==> src/rtl/rtc_timer_pkg.sv <==
// rtc_timer_pkg: shared constants for the real-time clock peripheral.
//   - register offsets within the 16-byte window (addr[3:0])
//   - per-field upper limits used by the write range guard
//   - bit positions inside the CTRL register
package rtc_timer_pkg;

  localparam logic [3:0] RTC_HOUR     = 4'd0;
  localparam logic [3:0] RTC_MIN      = 4'd1;
  localparam logic [3:0] RTC_SEC      = 4'd2;
  localparam logic [3:0] RTC_ALM_HOUR = 4'd3;
  localparam logic [3:0] RTC_ALM_MIN  = 4'd4;
  localparam logic [3:0] RTC_CTRL     = 4'd5;

  localparam logic [7:0] HOUR_MAX = 8'd23;
  localparam logic [7:0] MIN_MAX  = 8'd59;
  localparam logic [7:0] SEC_MAX  = 8'd59;

  localparam int CTRL_RUN_BIT      = 0;
  localparam int CTRL_ALM_EN_BIT   = 1;
  localparam int CTRL_ALM_FLAG_BIT = 2;

  // True when a CPU write value fits within the field limit.
  function automatic logic in_range(input logic [7:0] value, input logic [7:0] limit);
    return (value <= limit);
  endfunction

endpackage

==> src/rtl/rtc_prescaler.sv <==
// rtc_prescaler: divides the bus clock down to a one-second tick.
//   clock : rising-edge clock
//   rst   : asynchronous active-high reset (counter -> 0)
//   en    : count enable; the counter holds its value while low
//   clr   : synchronous clear of the counter (wins over counting)
//   tick  : combinational, high in the cycle the counter sits at CLK_FREQ-1
//           while enabled; the counter wraps to 0 on that edge
module rtc_prescaler #(
  parameter int CLK_FREQ = 10000000
) (
  input  logic clock,
  input  logic rst,
  input  logic en,
  input  logic clr,
  output logic tick
);

  localparam int PW = (CLK_FREQ > 1) ? $clog2(CLK_FREQ) : 1;
  localparam logic [PW-1:0] PCNT_LAST = PW'(CLK_FREQ - 1);

  logic [PW-1:0] pcnt_r;

  // With CLK_FREQ = 1 the counter is stuck at 0 == PCNT_LAST, so it ticks every cycle.
  assign tick = en && (pcnt_r == PCNT_LAST);

  // Prescale counter: clear, wrap on tick, advance while enabled, else hold.
  always_ff @(posedge clock or posedge rst) begin
    if (rst) begin
      pcnt_r <= '0;
    end else if (clr) begin
      pcnt_r <= '0;
    end else if (tick) begin
      pcnt_r <= '0;
    end else if (en) begin
      pcnt_r <= pcnt_r + PW'(1);
    end else begin
      pcnt_r <= pcnt_r;
    end
  end

endmodule

==> src/rtl/rtc_timer.sv <==
// rtc_timer: 24-hour hh:mm:ss real-time clock with a CPU register window.
// Optional alarm compiled in with `define RTC_TIMER_ALARM_EN.
//   clock, rst        : clock (rising edge) and asynchronous active-high reset
//   w_en_n, r_en_n    : active-low CPU write / read strobes
//   addr[15:0]        : addr[7:4] == BASE_NIB selects block, addr[3:0] = register
//   wdata[7:0]        : write data
//   rdata[7:0]        : registered read data, held between reads
//   hour/minute/second: current time
//   sec_tick          : one-cycle pulse in the cycle a new second first shows
//   alarm_irq         : one-cycle alarm pulse (constant 0 without the alarm)
module rtc_timer
  import rtc_timer_pkg::*;
#(
  parameter int         CLK_FREQ = 10000000,
  parameter logic [3:0] BASE_NIB = 4'h8
) (
  input  logic        clock,
  input  logic        rst,
  input  logic        w_en_n,
  input  logic        r_en_n,
  input  logic [15:0] addr,
  input  logic [7:0]  wdata,
  output logic [7:0]  rdata,
  output logic [4:0]  hour,
  output logic [5:0]  minute,
  output logic [5:0]  second,
  output logic        sec_tick,
  output logic        alarm_irq
);

  logic       sel_s, wr_s, rd_s, tick_s;
  logic [3:0] off_s;
  logic       hour_wr_s, min_wr_s, sec_wr_s, ctrl_wr_s;
  logic [4:0] hour_nxt_s;
  logic [5:0] minute_nxt_s, second_nxt_s;
  logic [7:0] rd_val_s;
  logic       unused_s;

  logic [4:0] hour_r;
  logic [5:0] minute_r, second_r;
  logic       run_r, sec_tick_r;
  logic [7:0] rdata_r;

  assign sel_s = (addr[7:4] == BASE_NIB);
  assign off_s = addr[3:0];
  assign wr_s  = !w_en_n && sel_s;
  assign rd_s  = !r_en_n && sel_s;
  assign unused_s = ^addr[15:8];

  // Out-of-range values are dropped entirely, including the prescaler clear.
  assign hour_wr_s = wr_s && (off_s == RTC_HOUR) && in_range(wdata, HOUR_MAX);
  assign min_wr_s  = wr_s && (off_s == RTC_MIN)  && in_range(wdata, MIN_MAX);
  assign sec_wr_s  = wr_s && (off_s == RTC_SEC)  && in_range(wdata, SEC_MAX);
  assign ctrl_wr_s = wr_s && (off_s == RTC_CTRL);

  rtc_prescaler #(.CLK_FREQ(CLK_FREQ)) u_prescaler (
    .clock (clock),
    .rst   (rst),
    .en    (run_r),
    .clr   (sec_wr_s),
    .tick  (tick_s)
  );

  // Next time value: an accepted time write overrides the tick for all fields.
  always_comb begin
    hour_nxt_s   = hour_r;
    minute_nxt_s = minute_r;
    second_nxt_s = second_r;
    if (hour_wr_s) begin
      hour_nxt_s = wdata[4:0];
    end else if (min_wr_s) begin
      minute_nxt_s = wdata[5:0];
    end else if (sec_wr_s) begin
      second_nxt_s = wdata[5:0];
    end else if (tick_s) begin
      if ({2'b00, second_r} == SEC_MAX) begin
        second_nxt_s = 6'd0;
        if ({2'b00, minute_r} == MIN_MAX) begin
          minute_nxt_s = 6'd0;
          if ({3'b000, hour_r} == HOUR_MAX) begin
            hour_nxt_s = 5'd0;
          end else begin
            hour_nxt_s = hour_r + 5'd1;
          end
        end else begin
          minute_nxt_s = minute_r + 6'd1;
        end
      end else begin
        second_nxt_s = second_r + 6'd1;
      end
    end else begin
      second_nxt_s = second_r;
    end
  end

  // Time, run control and the registered second pulse.
  always_ff @(posedge clock or posedge rst) begin
    if (rst) begin
      hour_r     <= 5'd0;
      minute_r   <= 6'd0;
      second_r   <= 6'd0;
      run_r      <= 1'b1;
      sec_tick_r <= 1'b0;
    end else begin
      hour_r     <= hour_nxt_s;
      minute_r   <= minute_nxt_s;
      second_r   <= second_nxt_s;
      sec_tick_r <= tick_s;
      if (ctrl_wr_s) begin
        run_r <= wdata[CTRL_RUN_BIT];
      end
    end
  end

`ifdef RTC_TIMER_ALARM_EN
  logic [4:0] alm_hour_r;
  logic [5:0] alm_min_r;
  logic       alm_en_r, alm_flag_r, alarm_irq_r;
  logic       alm_h_wr_s, alm_m_wr_s, time_wr_s, alarm_hit_s;

  assign alm_h_wr_s = wr_s && (off_s == RTC_ALM_HOUR) && in_range(wdata, HOUR_MAX);
  assign alm_m_wr_s = wr_s && (off_s == RTC_ALM_MIN)  && in_range(wdata, MIN_MAX);
  assign time_wr_s  = hour_wr_s || min_wr_s || sec_wr_s;
  // Only a real advance can fire; a time write landing on the alarm does not.
  assign alarm_hit_s = tick_s && !time_wr_s && alm_en_r &&
                       (hour_nxt_s == alm_hour_r) && (minute_nxt_s == alm_min_r) &&
                       (second_nxt_s == 6'd0);

  // Alarm registers; a fire in the same cycle as a W1C clear keeps the flag set.
  always_ff @(posedge clock or posedge rst) begin
    if (rst) begin
      alm_hour_r  <= 5'd0;
      alm_min_r   <= 6'd0;
      alm_en_r    <= 1'b0;
      alm_flag_r  <= 1'b0;
      alarm_irq_r <= 1'b0;
    end else begin
      alarm_irq_r <= alarm_hit_s;
      if (alm_h_wr_s) begin
        alm_hour_r <= wdata[4:0];
      end
      if (alm_m_wr_s) begin
        alm_min_r <= wdata[5:0];
      end
      if (ctrl_wr_s) begin
        alm_en_r <= wdata[CTRL_ALM_EN_BIT];
      end
      if (alarm_hit_s) begin
        alm_flag_r <= 1'b1;
      end else if (ctrl_wr_s && wdata[CTRL_ALM_FLAG_BIT]) begin
        alm_flag_r <= 1'b0;
      end
    end
  end

  assign alarm_irq = alarm_irq_r;
`else
  assign alarm_irq = 1'b0;
`endif

  // Read mux on pre-write register values.
  always_comb begin
    rd_val_s = 8'h00;
    case (off_s)
      RTC_HOUR: rd_val_s = {3'b000, hour_r};
      RTC_MIN:  rd_val_s = {2'b00, minute_r};
      RTC_SEC:  rd_val_s = {2'b00, second_r};
`ifdef RTC_TIMER_ALARM_EN
      RTC_ALM_HOUR: rd_val_s = {3'b000, alm_hour_r};
      RTC_ALM_MIN:  rd_val_s = {2'b00, alm_min_r};
      RTC_CTRL:     rd_val_s = {5'b00000, alm_flag_r, alm_en_r, run_r};
`else
      RTC_CTRL:     rd_val_s = {7'b0000000, run_r};
`endif
      default:  rd_val_s = 8'h00;
    endcase
  end

  // Registered read data, held while no read is addressed to this block.
  always_ff @(posedge clock or posedge rst) begin
    if (rst) begin
      rdata_r <= 8'h00;
    end else if (rd_s) begin
      rdata_r <= rd_val_s;
    end else begin
      rdata_r <= rdata_r;
    end
  end

  assign rdata    = rdata_r;
  assign hour     = hour_r;
  assign minute   = minute_r;
  assign second   = second_r;
  assign sec_tick = sec_tick_r;

endmodule
==> config.mk <==
export PLATFORM = sky130hd
export DESIGN_NAME = rtc_timer
export DESIGN_NICKNAME = d
export VERILOG_FILES = /design/src/rtl/rtc_timer_pkg.sv /design/src/rtl/rtc_prescaler.sv /design/src/rtl/rtc_timer.sv
export SDC_FILE = /design/constraint.sdc
export NUM_CORES = 1
export LEC_CHECK = 0
export CORE_MARGIN = 2
export CORE_UTILIZATION = 48
export DETAILED_ROUTE_END_ITERATION = 10
export PLACE_DENSITY = 0.77
export SYNTH_ARGS = -nofsm -noshare
export SYNTH_HDL_FRONTEND = slang
export SYNTH_SLANG_ARGS = --single-unit
==> constraint.sdc <==
create_clock -name clock -period 2.2 [get_ports clock]
set_clock_uncertainty 0.15 [all_clocks]
set_input_delay 0.33 -clock clock [delete_from_list [all_inputs] [get_ports clock]]
set_output_delay 0.33 -clock clock [all_outputs]
set_load 0.05 [all_outputs]
==> metrics, run 1 <==
status=complete, but fails checks; failing checks=negative setup slack; largest net degree at the start of global routing=50; fraction of registers with async set/reset=1.00; Post-route DRC=0; EDFF count, synth=0; initial antenna violation count=0; HPWL after detailed placement=around 6.4 mm; Yosys top cell area share=0.395; DRT iter0 DRCs=between 300 and 400; critical path endpoint category=flop; startpoint types=flop; Max Freq=between 0.4 and 0.5 GHz; Hold Violations, Final=0; layout cell share with drive strength beyond 1=0.325; clk_lat worst skew=0.31 ns; Arr. time, crit path=2.47 ns; RSZ-0062 raised after global routing=true; Post-Synthesis Cells=327; DIE WIDTH=approximately 84 µm; Synth warnings=0; worst setup margin=-0.169 ns; hold crit path type=in2async; Num CTS Buffers=5; Detail Route Antenna Nets=0; remaining global-route overflow=0; port buffer count=between 40 and 50; routed len/inst=between 15 and 20 µm; final antenna diode count=0; vias in the first global route=2904; peak fanout along the critical path=5; Reg clk slew, reported paths=0.09 ns; die area=0.00699 mm²; Setup CP Type=reg2reg; Post-synth top flop=dfrtp_1; gp weighted congestion=roughly 0.9; max-slew violations=0; final core utilization=0.707; post-synth design cell area=roughly 0.0030 mm²; fin crit share=1.08; CTS HTree Levels=2; final net count=474; total track usage=0.264; Worst Tran Pin Value=roughly 0.50 ns; cell taking the most area after synthesis=dfrtp_1; Filler Cell Count=470; clock net sink count=about 50; post-DR vias/cell=around 5.9; Period minus WS final=2.37 ns; initial core utilization=0.488; peak supply drop=approximately 310 µV; detailed-route via count=around 3.1k; Pre-antenna DRT Iters=5; site row count=29; total I/O pin count=55; CTS tree=done; footprint of the multi-input gates=0.00186 mm²; Root Driver=clkbuf_8; Lkg Pwr=1.85 nW; register area share after synthesis=0.403; Syn-to-layout area delta=45.1%; Die Ht=83.6 µm; CTS Buffer Depth=2; Yosys cell types=64; Final TNS setup=-1.04 ns; core box area=0.00624 mm²; total of max-cap violations=0; final WL=9.31 mm; endpoints failing setup=11; flip-flop and latch area=about 0.0012 mm²; Pwr per Cell Area=560 mW/mm²; commonest cells in the netlist=dfrtp_1 (48), nor2_1 (38), nand2_1 (30), xor2_1 (19), nand3_1 (16); syn avg cell area=9.31 µm²; global-route wire length before repair=14.6 mm; max_slew headroom=0.663; # hold bufs at CTS=0; Synth Register Bits=~50; top cells by area, synth=dfrtp_1 (39%), xor2_1 (5.5%), nor2_1 (4.7%); Critical Path RT=around 2.3 ns; most common cell in the netlist=dfrtp_1
-- what timing repair did --
action                                  4_1_cts  5_1_grt
pin swaps                                    19       11
gates resized for setup                      35       24
setup buffers                                 7        2
endpoints found under the setup margin       46       34
cloned                                        0        1
-- sequential cells by signal (all words and copies together) (netlist names) --
register	cells
rdata	6
hour	5
minute	6
u_prescaler.pcnt_r	24
sec_tick	1
second	6
run_r	1
-- cell usage in the layout, fill, tap and decap left out, types with 7 or more instances in the layout --
cell type and count:
o21ai_0 7, a21oi_1 9, o21ai_1 10, mux2i_1 7, nand4_1 9, nor2_1 37, nand2_1 29, nand3_1 13
dfrtp_1 44, buf_6 10, xor2_1 19, clkdlybuf4s50_1 35, buf_4 70
-- area by class of cell --
type / instances / share of cell area
sequential: 49 / 0.279
multi-input combinational: 256 / 0.421
clock buffer: 6 / 0.0164
tap: 77 / 0.0218
clock inverter: 2 / 0.00312
inverter: 4 / 0.00340
timing repair buffer: 126 / 0.255
-- worst paths after layout --
kind,cells past startpoint,end,slack [ns],from
max,6,hour[0]$_DFFE_PP0P_,-0.17,u_prescaler.pcnt_r[17]$_DFFE_PP0P_
min,3,rdata[2]$_DFFE_PP0P_,0.22,rst
max reg2reg,6,hour[0]$_DFFE_PP0P_,-0.17,u_prescaler.pcnt_r[17]$_DFFE_PP0P_
min reg2reg,1,rdata[1]$_DFFE_PP0P_,0.36,rdata[1]$_DFFE_PP0P_
max in group asynchronous,3,run_r$_DFFE_PP1P_,1.38,rst
min in group clock,1,rdata[1]$_DFFE_PP0P_,0.36,rdata[1]$_DFFE_PP0P_
-- critical path: stages (launching register included) --
cell,delay (ns)
dfrtp_1,0.41
nor4b_2,0.31
nand4_1,0.26
a2111oi_4,0.46
nand2b_4,0.13
or4b_4,0.50
nand3_2,0.08
-- report_power, final --
group / internal, mW / switching [mW] / total [mW]
Clock: 0.227 / 0.314 / 0.541
Combinational: 0.378 / 0.404 / 0.782
Sequential: 1.04 / 0.110 / 1.15
Total: 1.64 / 0.828 / 2.47
-- stage by stage --
stage | instance area [µm²] | cells | setup WS [ns] | total power, mW | hold WS [ns]
5_1_grt | 4410 | 520 | -0.264 | 2.63 | 0.262
3_5_place_dp | 4080 | 502 | -0.609 | 1.88 | 0.345
2_1_floorplan | 3090 | 329 | -0.267 | 1.58 | 0.309
4_1_cts | 4300 | 517 | -0.140 | 2.43 | 0.243
6_report | 4410 | 520 | -0.169 | 2.47 | 0.216
3_3_place_gp | 4080 | 502 | -0.579 | 1.85 | 0.339
-- kinds of logic (layout without fill, tap and decap cells) --
group,Yosys count,count (layout),share of synthesized area
xor gates and xnor gates,23,23,0.0662
other,1,3,0.00123
AOI/OAI and AO/OA,64,64,0.155
adders and majority gates,4,4,0.0164
DFF,49,49,0.403
muxes,10,10,0.0341
buffers and inverters,24,138,0.0432
and+or+nand+nor,152,152,0.280
-- layer usage --
layer,track usage,share of wire
met1,0.377,0.42
met2,0.403,0.47
met4,0.0953,0.030
met5,0,0
met3,0.0485,0.077
(Power assumes the default switching activity.)
==> inputs of run 2 (changes only) <==
--- a/config.mk
+++ b/config.mk
@@ -7,8 +7,10 @@
 export LEC_CHECK = 0
 export CORE_MARGIN = 2
 export CORE_UTILIZATION = 48
+export CTS_BUF_LIST = sky130_fd_sc_hd__clkbuf_16
 export DETAILED_ROUTE_END_ITERATION = 10
 export PLACE_DENSITY = 0.77
+export RECOVER_POWER = 50
 export SYNTH_ARGS = -nofsm -noshare
 export SYNTH_HDL_FRONTEND = slang
 export SYNTH_SLANG_ARGS = --single-unit
==> run 2 against run 1 <==
Against the previous run: the flow still finishes with violations (negative setup slack); setup slack gained 0.0024 ns; first-iteration DRC count increased by 10%; cell count down 0.38%; critical path type unchanged; largest power group unchanged.
==> metrics, run 2 (synthesis gave the netlist of run 1 again) <==
critical path endpoint category=flop; total of max-cap violations=0 (unchanged); clk_lat worst skew=0.29 ns (-0.02 ns); R2R Setup Slk=-0.17 ns (about the same); gp weighted congestion=0.897 (unchanged); HPWL after detailed placement=6.35 mm (unchanged); startpoint types=flop; FF-to-FF End=hour[0]$_DFFE_PP0P_; global-route wire length before repair=15.2 mm (+3.7%); Hold Crit Start=rdata[1]$_DFFE_PP0P_; clock net sink count=49 (unchanged); Root Driver=clkbuf_16; Max Freq=0.423 GHz (+0.10%); CTS tree=done; Placed Instance Area=0.00408 mm² (unchanged); CTS HTree Levels=2 (unchanged); CTS Buffer Depth=2 (unchanged); Top Layer Used=met4; largest net degree at the start of global routing=50 (unchanged); routed len/inst=18.5 µm (+3.5%); most common cell after layout, fill and taps aside=buf_4; final antenna diode count=0 (unchanged); detailed-route via count=3122 (+1.8%); initial antenna violation count=0 (unchanged); Lkg Pwr=1.87 nW (+1.5%); Final TNS setup=-1.11 ns (-0.0695 ns); total track usage=0.275 (+0.0109); reg-to-reg startpoint=u_prescaler.pcnt_r[18]$_DFFE_PP0P_; core box area=0.00624 mm² (unchanged); Arr. time, crit path=2.45 ns (-0.02 ns); layout cell share with drive strength beyond 1=0.333 (+0.00828); endpoints failing setup=11 (unchanged); Pre-antenna DRT Iters=5 (unchanged); most frequent cells in the layout=buf_4 (71), dfrtp_1 (44), nor2_1 (37), clkdlybuf4s50_1 (34), nand2_1 (30); vias in the first global route=2976 (+2.5%); Largest Register=u_prescaler.pcnt_r; initial core utilization=0.488 (unchanged); worst r2r path cells=6 (unchanged); DIE WIDTH=83.6 µm (unchanged); hold crit path type=reg2reg; port buffer count=43 (unchanged); post-DR vias/cell=6.03 (+2.2%); max-slew violations=0 (unchanged); Buf+Inv Stages, Crit Path=0 (unchanged); Hold Violations, Final=0 (unchanged); Pwr per Cell Area=606 mW/mm² (+8.2%); Detail Route Antenna Nets=0 (unchanged); peak fanout along the critical path=5 (unchanged); met1 wire length=4.01 mm (+1.5%); Min-Delay Path Depth=1; Non-Filler Cell Area, Final=0.00445 mm² (+0.79%); fin crit share=1.08 (-0.00108); hold-critical path endpoint=rdata[1]$_DFFE_PP0P_; Num CTS Buffers=5 (unchanged); worst setup margin=-0.166 ns (+0.00239 ns); crit-path max cell delay=0.51 ns (about the same); crit-path cells=nor4b_2 > nand4_1 > a2111oi_4 > nand2b_4 > or4b_4 > nand3_2; Layout Cells excl Fill=518 (-0.38%); Top Family by Delay on Critical Path=simple AND/OR/NAND/NOR gates; routed wl met2=4.58 mm (+4.9%); Post-route DRC=0 (unchanged); DRT iter0 DRCs=354 (+10%); Period minus WS final=2.37 ns (-0.00239 ns); max reg flops=24 (unchanged); remaining global-route overflow=0 (unchanged); failing checks=negative setup slack; Die Ht=83.6 µm (unchanged); peak supply drop=426 µV (+36%); worst slack, placed=-0.609 ns (unchanged); Setup CP Type=reg2reg; final net count=472 (-0.42%); Critical Path RT=2.28 ns (-0.02 ns); final WL=9.60 mm (+3.1%); die area=0.00699 mm² (unchanged); total I/O pin count=55 (unchanged); Reg clk slew, reported paths=0.07 ns (-0.02 ns); CP max stage cell=or4b_4; status=complete, but fails checks; max_slew headroom=0.170 (-0.493); Syn-to-layout area delta=46.2%; placed cells=502 (unchanged); met3 wire length=718 µm (+0.14%); Worst Tran Pin Value=1.25 ns (+0.741 ns); final core utilization=0.713 (+0.00561); site row count=29 (unchanged); RSZ-0062 raised after global routing=true
==> run 2: cell count changes in the layout (fill, tap and decap cells not counted), moves of 2 or more <==
cell / before / now
clkbuf_16: 0 / 5
o21ai_2: 1 / 3
clkbuf_8: 5 / 0
buf_6: 10 / 8
o21ai_1: 10 / 8
==> run 2: stage by stage <==
step | power, mW | hold slack, ns
after global placement | 1.85 | 0.339
after global routing | 2.84 | 0.379
after CTS | 2.65 | 0.267
final | 2.70 | 0.356
after detailed placement | 1.88 | 0.345
after floorplan | 1.58 | 0.309
==> run 2: layout make-up <==
| cell class | instances | area, µm² |
|---|---|---|
| multi-input cells | 256 | 1880 |
| fillers | 451 | 1790 |
| repair buffers | 124 | 1080 |
| clock inverters | 3 | 17.5 |
| clock buffers | 5 | 125 |
| flip-flops and latches | 49 | 1230 |
| well taps | 77 | 96.3 |
| inverters | 4 | 15.0 |
==> run 2: worst register-to-register path, cell delays in order (launching register included) <==
cell and delay, ns:
dfrtp_1 0.39, nor4b_2 0.32, nand4_1 0.27, a2111oi_4 0.46
nand2b_4 0.13, or4b_4 0.51, nand3_2 0.08
==> run 2: routing by layer <==
metal  global-route usage  vias to the layer above
li1                     -                     1403
met1                0.375                     1509
met2                0.438                      178
met3               0.0574                       32
met4               0.0909                        0
met5                    0                        -
==> run 2: power by group <==
| part | leakage, nW | total (mW) | switching, mW | internal [mW] |
|---|---|---|---|---|
| logic | 1.22 | 0.781 | 0.412 | 0.369 |
| clock network | 0.0754 | 0.759 | 0.340 | 0.420 |
| registers | 0.577 | 1.16 | 0.116 | 1.04 |
| total | 1.87 | 2.70 | 0.867 | 1.83 |
==> run 2: how the worst max path moves through the flow <==
stage	startpoint	end	slack, ns	cells after the start
global route	u_prescaler.pcnt_r[22]$_DFFE_PP0P_	minute[5]$_DFFE_PP0P_	-0.25	7
finish	u_prescaler.pcnt_r[18]$_DFFE_PP0P_	hour[0]$_DFFE_PP0P_	-0.17	6
CTS	u_prescaler.pcnt_r[17]$_DFFE_PP0P_	hour[0]$_DFFE_PP0P_	-0.13	6
detailed placement	addr[5]	hour[3]$_DFFE_PP0P_	-0.61	8
global placement	addr[5]	minute[2]$_DFFE_PP0P_	-0.58	8
floorplan	second[1]$_DFFE_PP0P_	hour[0]$_DFFE_PP0P_	-0.27	7
==> run 2: repair_timing <==
item                                    4_1_cts  5_1_grt
cloned                                        0        1
pin swaps                                    17       14
gates resized for setup                      41       26
endpoints found under the setup margin       46       40
setup buffers                                 5        2
hold buffers                                  0        0
